==> src/rtl/mdu_pkg.sv <==
// mdu_pkg: shared types for the multiply/divide unit.
//   mdu_op_e    - 4-bit operation code carried on req_op
//   mdu_state_e - sequencing state of mdu_unit
//   MDU_OP_W    - width of the operation code
//   op_is_signed - true for the signed multiply-class ops
package mdu_pkg;

  localparam int MDU_OP_W = 4;

  // Codes 10..15 are left unnamed; they are accepted as illegal no-ops.
  typedef enum logic [MDU_OP_W-1:0] {
    OP_MUL   = 4'd0,
    OP_MULU  = 4'd1,
    OP_DIV   = 4'd2,
    OP_DIVU  = 4'd3,
    OP_MTHI  = 4'd4,
    OP_MTLO  = 4'd5,
    OP_MADD  = 4'd6,
    OP_MADDU = 4'd7,
    OP_MSUB  = 4'd8,
    OP_MSUBU = 4'd9
  } mdu_op_e;

  typedef enum logic [1:0] {
    ST_IDLE = 2'd0,
    ST_MUL  = 2'd1,
    ST_DIV  = 2'd2,
    ST_FIX  = 2'd3
  } mdu_state_e;

  function automatic logic op_is_signed(mdu_op_e op);
    return (op == OP_MUL) || (op == OP_MADD) || (op == OP_MSUB);
  endfunction

endpackage

==> src/rtl/mdu_div_iter.sv <==
// mdu_div_iter: restoring divider datapath, one quotient bit per step.
// Works on unsigned magnitudes only; sign handling lives in mdu_unit.
// Ports:
//   clk, reset  - clock, synchronous active-high reset
//   start       - load dividend/divisor and arm the iteration counter
//   step        - perform one restoring step
//   dividend    - magnitude of the dividend (sampled on start)
//   divisor     - magnitude of the divisor (sampled on start)
//   quotient    - magnitude quotient (valid after XLEN steps)
//   remainder   - magnitude remainder (valid after XLEN steps)
//   last        - counter is at 0: the current step is the final one
module mdu_div_iter
  import mdu_pkg::*;
#(
  parameter int XLEN = 32
) (
  input  logic            clk,
  input  logic            reset,
  input  logic            start,
  input  logic            step,
  input  logic [XLEN-1:0] dividend,
  input  logic [XLEN-1:0] divisor,
  output logic [XLEN-1:0] quotient,
  output logic [XLEN-1:0] remainder,
  output logic            last
);

  localparam int CNT_W = $clog2(XLEN);

  logic [XLEN-1:0]  rem_q;
  logic [XLEN-1:0]  quo_q;   // holds the unconsumed dividend bits, then the quotient
  logic [XLEN-1:0]  dvs_q;
  logic [CNT_W-1:0] cnt_q;

  logic [XLEN:0] rem_shift;
  logic          fits;

  // Partial remainder shifted left with the next dividend bit brought in.
  // A zero divisor always "fits", giving an all-ones quotient and leaving
  // the dividend in the remainder.
  always_comb begin
    rem_shift = {rem_q, quo_q[XLEN-1]};
    fits      = (rem_shift >= {1'b0, dvs_q});
  end

  always_ff @(posedge clk) begin
    if (reset) begin
      rem_q <= '0;
      quo_q <= '0;
      dvs_q <= '0;
      cnt_q <= '0;
    end else if (start) begin
      rem_q <= '0;
      quo_q <= dividend;
      dvs_q <= divisor;
      cnt_q <= CNT_W'(XLEN - 1);
    end else if (step) begin
      if (fits) rem_q <= XLEN'(rem_shift - {1'b0, dvs_q});
      else      rem_q <= rem_shift[XLEN-1:0];
      quo_q <= {quo_q[XLEN-2:0], fits};
      cnt_q <= cnt_q - 1'b1;
    end
  end

  assign quotient  = quo_q;
  assign remainder = rem_q;
  assign last      = (cnt_q == '0);

endmodule

==> src/rtl/mdu_unit.sv <==
// mdu_unit: multiply/divide unit owning the architectural HI/LO pair.
// One operation at a time; products take one cycle in ST_MUL, quotients
// take XLEN cycles in ST_DIV plus a sign-fix cycle in ST_FIX.
// Optional feature macro: MDU_MADD_EN enables MADD/MADDU/MSUB/MSUBU
// (accumulate into {hi,lo}); without it those codes are illegal no-ops.
// Handshake: a request transfers on a rising edge where req_valid and
// req_ready are both high and cancel is low; req_ready is high only in
// ST_IDLE, and op/operands are captured on that edge.
// Ports:
//   clk, reset          - clock, synchronous active-high reset
//   req_valid/req_ready - request handshake
//   req_op              - mdu_op_e operation code
//   req_src1, req_src2  - rs / rt operands
//   cancel              - flush: abort the in-flight op, drop any request
//   busy                - an operation is in flight (state != IDLE)
//   done                - registered one-cycle completion pulse
//   hi, lo              - HI/LO registers
module mdu_unit
  import mdu_pkg::*;
#(
  parameter int XLEN = 32
) (
  input  logic                clk,
  input  logic                reset,
  input  logic                req_valid,
  output logic                req_ready,
  input  logic [MDU_OP_W-1:0] req_op,
  input  logic [XLEN-1:0]     req_src1,
  input  logic [XLEN-1:0]     req_src2,
  input  logic                cancel,
  output logic                busy,
  output logic                done,
  output logic [XLEN-1:0]     hi,
  output logic [XLEN-1:0]     lo
);

  mdu_state_e state_q, state_d;
  mdu_op_e    op_q;
  mdu_op_e    req_op_e;
  logic [XLEN-1:0] src1_q, src2_q;

  logic            accept;
  logic            hi_we, lo_we, done_d;
  logic [XLEN-1:0] hi_d, lo_d;

  logic              div_start, div_step, div_last;
  logic [XLEN-1:0]   div_dividend, div_divisor;
  logic [XLEN-1:0]   div_quo, div_rem;
  logic [XLEN-1:0]   quo_fix, rem_fix;

  logic [2*XLEN-1:0] ext1, ext2, product, mul_result;

  assign req_op_e  = mdu_op_e'(req_op);
  assign req_ready = (state_q == ST_IDLE);
  assign busy      = (state_q != ST_IDLE);
  assign accept    = req_valid && req_ready && !cancel;

  // Divider is fed magnitudes straight from the request so the first
  // restoring step can run in the first ST_DIV cycle.
  always_comb begin
    div_dividend = req_src1;
    div_divisor  = req_src2;
    if (req_op_e == OP_DIV) begin
      if (req_src1[XLEN-1]) div_dividend = -req_src1;
      if (req_src2[XLEN-1]) div_divisor  = -req_src2;
    end
  end

  mdu_div_iter #(.XLEN(XLEN)) u_div (
    .clk       (clk),
    .reset     (reset),
    .start     (div_start),
    .step      (div_step),
    .dividend  (div_dividend),
    .divisor   (div_divisor),
    .quotient  (div_quo),
    .remainder (div_rem),
    .last      (div_last)
  );

  // Sign fix-up for signed division from the captured operand signs.
  always_comb begin
    quo_fix = div_quo;
    rem_fix = div_rem;
    if (op_q == OP_DIV) begin
      if (src1_q[XLEN-1] ^ src2_q[XLEN-1]) quo_fix = -div_quo;
      if (src1_q[XLEN-1])                  rem_fix = -div_rem;
    end
  end

  // Full-width product: extending both operands to 2*XLEN makes the
  // truncated product correct for both signed and unsigned forms.
  always_comb begin
    if (op_is_signed(op_q)) begin
      ext1 = {{XLEN{src1_q[XLEN-1]}}, src1_q};
      ext2 = {{XLEN{src2_q[XLEN-1]}}, src2_q};
    end else begin
      ext1 = {{XLEN{1'b0}}, src1_q};
      ext2 = {{XLEN{1'b0}}, src2_q};
    end
    product    = ext1 * ext2;
    mul_result = product;
`ifdef MDU_MADD_EN
    case (op_q)
      OP_MADD, OP_MADDU: mul_result = {hi, lo} + product;
      OP_MSUB, OP_MSUBU: mul_result = {hi, lo} - product;
      default:           mul_result = product;
    endcase
`endif
  end

  always_comb begin
    state_d   = state_q;
    hi_we     = 1'b0;
    lo_we     = 1'b0;
    hi_d      = hi;
    lo_d      = lo;
    done_d    = 1'b0;
    div_start = 1'b0;
    div_step  = 1'b0;

    case (state_q)
      ST_IDLE: begin
        if (accept) begin
          case (req_op_e)
            OP_MUL, OP_MULU: state_d = ST_MUL;
`ifdef MDU_MADD_EN
            OP_MADD, OP_MADDU, OP_MSUB, OP_MSUBU: state_d = ST_MUL;
`endif
            OP_DIV, OP_DIVU: begin
              state_d   = ST_DIV;
              div_start = 1'b1;
            end
            OP_MTHI: begin
              hi_we  = 1'b1;
              hi_d   = req_src1;
              done_d = 1'b1;
            end
            OP_MTLO: begin
              lo_we  = 1'b1;
              lo_d   = req_src1;
              done_d = 1'b1;
            end
            // Illegal codes complete immediately without touching HI/LO.
            default: done_d = 1'b1;
          endcase
        end
      end
      ST_MUL: begin
        state_d      = ST_IDLE;
        hi_we        = 1'b1;
        lo_we        = 1'b1;
        {hi_d, lo_d} = mul_result;
        done_d       = 1'b1;
      end
      ST_DIV: begin
        div_step = 1'b1;
        if (div_last) state_d = ST_FIX;
      end
      ST_FIX: begin
        state_d = ST_IDLE;
        hi_we   = 1'b1;
        lo_we   = 1'b1;
        hi_d    = rem_fix;
        lo_d    = quo_fix;
        done_d  = 1'b1;
      end
      default: state_d = ST_IDLE;
    endcase

    // Flush overrides everything: no write, no completion, back to idle.
    if (cancel) begin
      state_d   = ST_IDLE;
      hi_we     = 1'b0;
      lo_we     = 1'b0;
      done_d    = 1'b0;
      div_start = 1'b0;
      div_step  = 1'b0;
    end
  end

  always_ff @(posedge clk) begin
    if (reset) begin
      state_q <= ST_IDLE;
      op_q    <= OP_MUL;
      src1_q  <= '0;
      src2_q  <= '0;
      hi      <= '0;
      lo      <= '0;
      done    <= 1'b0;
    end else begin
      state_q <= state_d;
      done    <= done_d;
      if (accept) begin
        op_q   <= req_op_e;
        src1_q <= req_src1;
        src2_q <= req_src2;
      end
      if (hi_we) hi <= hi_d;
      if (lo_we) lo <= lo_d;
    end
  end

endmodule

==> config.mk <==
export PLATFORM = sky130hd
export DESIGN_NAME = mdu_unit
export DESIGN_NICKNAME = d
export VERILOG_FILES = /design/src/rtl/mdu_pkg.sv /design/src/rtl/mdu_div_iter.sv /design/src/rtl/mdu_unit.sv
export SDC_FILE = /design/constraint.sdc
export NUM_CORES = 2
export LEC_CHECK = 0
export BUFFER_PORTS_ARGS = -buffer_cell sky130_fd_sc_hd__buf_4
export CAP_MARGIN = 40
export CORE_ASPECT_RATIO = 0.7
export CORE_UTILIZATION = 55
export CTS_BUF_LIST = sky130_fd_sc_hd__clkbuf_4
export DETAILED_ROUTE_END_ITERATION = 6
export GPL_ROUTABILITY_DRIVEN = 0
export PLACE_DENSITY = 0.79
export SLEW_MARGIN = 20
export SYNTH_ARGS = -nofsm -noshare
export SYNTH_HDL_FRONTEND = slang
export SYNTH_SLANG_ARGS = --single-unit
export TNS_END_PERCENT = 5
==> constraint.sdc <==
create_clock -name clk -period 15.6 [get_ports clk]
set_clock_uncertainty 0.1 [all_clocks]
set_input_delay 1.56 -clock clk [delete_from_list [all_inputs] [get_ports clk]]
set_output_delay 1.56 -clock clk [all_outputs]
set_load 0.02 [all_outputs]
==> metrics.md <==
| Metric | Value |
|---|---|
| Max Cap Viol | 0 |
| Core footprint | 111000 sq um |
| Layout cells sized above 1 | 5.36% |
| Cell with the most instances after synthesis | inv_1 |
| Rows | 102 |
| Setup bufs post-CTS | 0 |
| Syn. warnings | 0 |
| Critical path arrival | 11.47 ns |
| H-tree depth | 2 |
| WL final | 187000 microns |
| Relative slew slack | 35.9% |
| Grt total ovfl | 0 |
| Antenna-violating nets left | 0 |
| Gate Count Post-Synth | 7033 |
| Failing checks | design-rule violations |
| Post-layout minimum cycle time | 10.96 ns |
| Required time of the critical path | 16.10 ns |
| Metal-1 WL | 70900 microns |
| Mapped Nets | 8872 |
| Outcome | finished, violations left |
| Area of the mapped netlist | 61400 sq um |
| PostCTS Resize Cnt | 0 |
| WL/cell | 22.1 microns |
| HPWL Detailed | 151000 microns |
| Final Non-Filler Cells | 8439 |
| FMAX | 0.0912 GHz |
| Number of I/O pins | 139 |
| Synth cell count leaders | 1653 x inv_1, 1420 x fa_1, 1068 x nand2_1 |
| Final Hold Viols | 0 |
| Top sig layer | met5 |
| Peak per-stage delay on the critical path | 0.94 ns |
| Post-route setup TNS | 0 ns |
| NumNets Final | 8790 |
| Sink Count | 236 |
| Cell mode on critical path | fa_1 |
| Clk_lat worst skew | 0.75 ns |
| Worst Setup End Kind | flop |
| Yosys top cell area share | 46.3% |
| Async set-or-reset flop fraction in the synthesized netlist | 0% |
| Number of global-route vias before repair | 51900 |
| DR WL met2 | 79100 microns |
| Pwr Density | 35.5 nW/um^2 |
| Worst Tran Pin Value | 0.960 ns |
| Syn_area_per_cell | 8.73 sq um |
| Final Max Slew Viols | 0 |
| First-pass GRT wire length | 294000 microns |
| Yosys cell types | 77 |
| Placed cell count | 8344 |
| Iter 0 DRT Violations | 6156 |
| Met3 WL | 26700 microns |
| Cell taking the most area after synthesis | fa_1 |
| Initial antenna violation count | 4 |
| DRT Pass-1 Iters | 7 |
| Main synth FF type | dfxtp_1 |
| GRT Total Usage | 33.7% |
| CTS Buffer Depth | 3 |
| Area Growth Syn to Fin | 5.00% |
| Width of the die | 401 microns |
| Crit-path max FO | 27 |
| Leakage Power | 32.6 nW |
| Period utilisation layout | 70.3% |
| Hold WS | 0.358 ns |
| CTS clk-pin slew, worst paths | 0.09 ns |
| IO Port Bufs | 138 |
| Root Driver | clkbuf_4 |
| Number of CTS-inserted buffers | 51 |
| Min-Delay Path Depth | 2 |
| Drt drc | 18 |
| Die height | 282 microns |
| Total vias in the final route | 49800 |
| Synth area leaders | fa_1 46%, inv_1 10%, dfxtp_1 7.7%, ha_1 7.1%, nand2_1 6.5% |
| Die area | 113000 sq um |
| Seq cells post-synth | 236 |
| Slowest CP cell | fa_1 |
| EDFF count, synth | 0 |
| Fillers | 9352 |
| Setup violators final | 0 |
| Worst vdd ir | 0.0588 mV |
| Sequential area share after synthesis | 7.69% |
| Startpoint types | flop |
| Via/cell ratio | 5.90 |
| Crit path kind | reg2reg |
| Hold-fix buffers, CTS | 0 |
| HP Class | reg2reg |
| Largest net degree at the start of global routing | 102 |
| Unrepaired setup endpoints after global routing | false |
| Initial Utilization | 55.5% |
| TritonCTS clock tree | yes |
| Reg2reg path depth | 34 |
-- stage by stage --
| stage | setup slack, ns | utilization [%] | power [W] | instance area, sq um |
|---|---|---|---|---|
| floorplan | 6.05 | - | 0.00141 | 61400 |
| global placement | 5.08 | 57.4 | 0.00174 | 63600 |
| detailed placement | 4.86 | 57.6 | 0.00177 | 63700 |
| CTS | 4.78 | 58.1 | 0.00224 | 64300 |
| global route | 4.04 | 58.3 | 0.00242 | 64500 |
| finish | 4.64 | 58.3 | 0.00229 | 64500 |
-- cell usage in the layout, fill, tap and decap left out, types with 22 or more instances in the layout --
cell	count
o211ai_1	35
or3_1	24
buf_4	224
nor2_1	233
nand2_1	1068
dfxtp_1	225
o31ai_1	23
a21o_1	49
nand3_1	28
a211oi_1	55
nor2b_1	22
o21bai_1	22
nor4_1	25
a31oi_1	24
xor2_1	87
xnor2_1	166
clkbuf_4	72
and2_1	341
and3_1	31
o21ai_0	125
a22oi_1	26
inv_1	1653
nor3_1	61
fa_1	1420
a21oi_1	308
ha_1	347
-- sequential cells by signal (all words and copies together), names as in the netlist --
| name | flops |
|---|---|
| lo | 32 |
| u_div.cnt_q | 5 |
| u_div.quotient | 32 |
| hi | 32 |
| op_q | 4 |
| src1_q | 32 |
| state_q | 2 |
| done | 1 |
| u_div.dvs_q | 32 |
| src2_q | 32 |
| u_div.remainder | 32 |
-- area by class of cell --
| type | instances | area, sq um | share of cell area (%) |
|---|---|---|---|
| clock inverter | 10 | 38.8 | 0.0601 |
| timing repair buffer | 246 | 2050 | 3.19 |
| sequential | 236 | 4740 | 7.35 |
| tap | 1456 | 1820 | 2.82 |
| antenna | 3 | 7.51 | 0.0116 |
| clock buffer | 72 | 541 | 0.838 |
| inverter | 1653 | 6200 | 9.62 |
| multi-input combinational | 4763 | 49100 | 76.1 |
-- where the power goes --
part           total [W]  switching (W)  internal (W)
clock network   0.000483       0.000273      0.000210
registers       0.000636      0.0000196      0.000616
logic            0.00117       0.000768      0.000404
-- path summary, 6_finish.rpt --
kind         startpoint          to  slack [ns]
max             op_q[1]      hi[31]        4.64
min          src1_q[13]  src1_q[13]        0.36
max reg2reg     op_q[1]      hi[31]        4.64
min reg2reg  src1_q[13]  src1_q[13]        0.36
-- metal layers --
layer,vias to the layer above,global-route usage (%)
met5,-,0.752
met4,2,14.7
li1,20900,-
met2,3489,49.8
met3,613,10.2
met1,24800,46.0
-- critical path, delay by kind of cell, from the launching register on --
family	cells	cell delay (ns)
adders and majority gates	11	6.08
AOI/OAI and AO/OA	8	1.55
buffers and inverters	8	1.37
and+or+nand+nor	6	1.17
DFF	1	0.36
xor gates and xnor gates	1	0.16
-- cell families (layout without fill, tap and decap cells) --
| family | after synthesis | in the layout | synth area share, % |
|---|---|---|---|
| multiplexers | 14 | 14 | 0.230 |
| other | 0 | 3 | 0 |
| flip-flops | 236 | 236 | 7.69 |
| adder cells (fa/ha/maj) | 1771 | 1771 | 53.4 |
| buffers and inverters | 2034 | 1981 | 12.4 |
| AND/OR/NAND/NOR | 1912 | 1912 | 14.2 |
| AO/OA/AOI/OAI | 813 | 813 | 8.38 |
| XOR/XNOR | 253 | 253 | 3.61 |
Note: power is estimated with default switching activity, not from simulation.
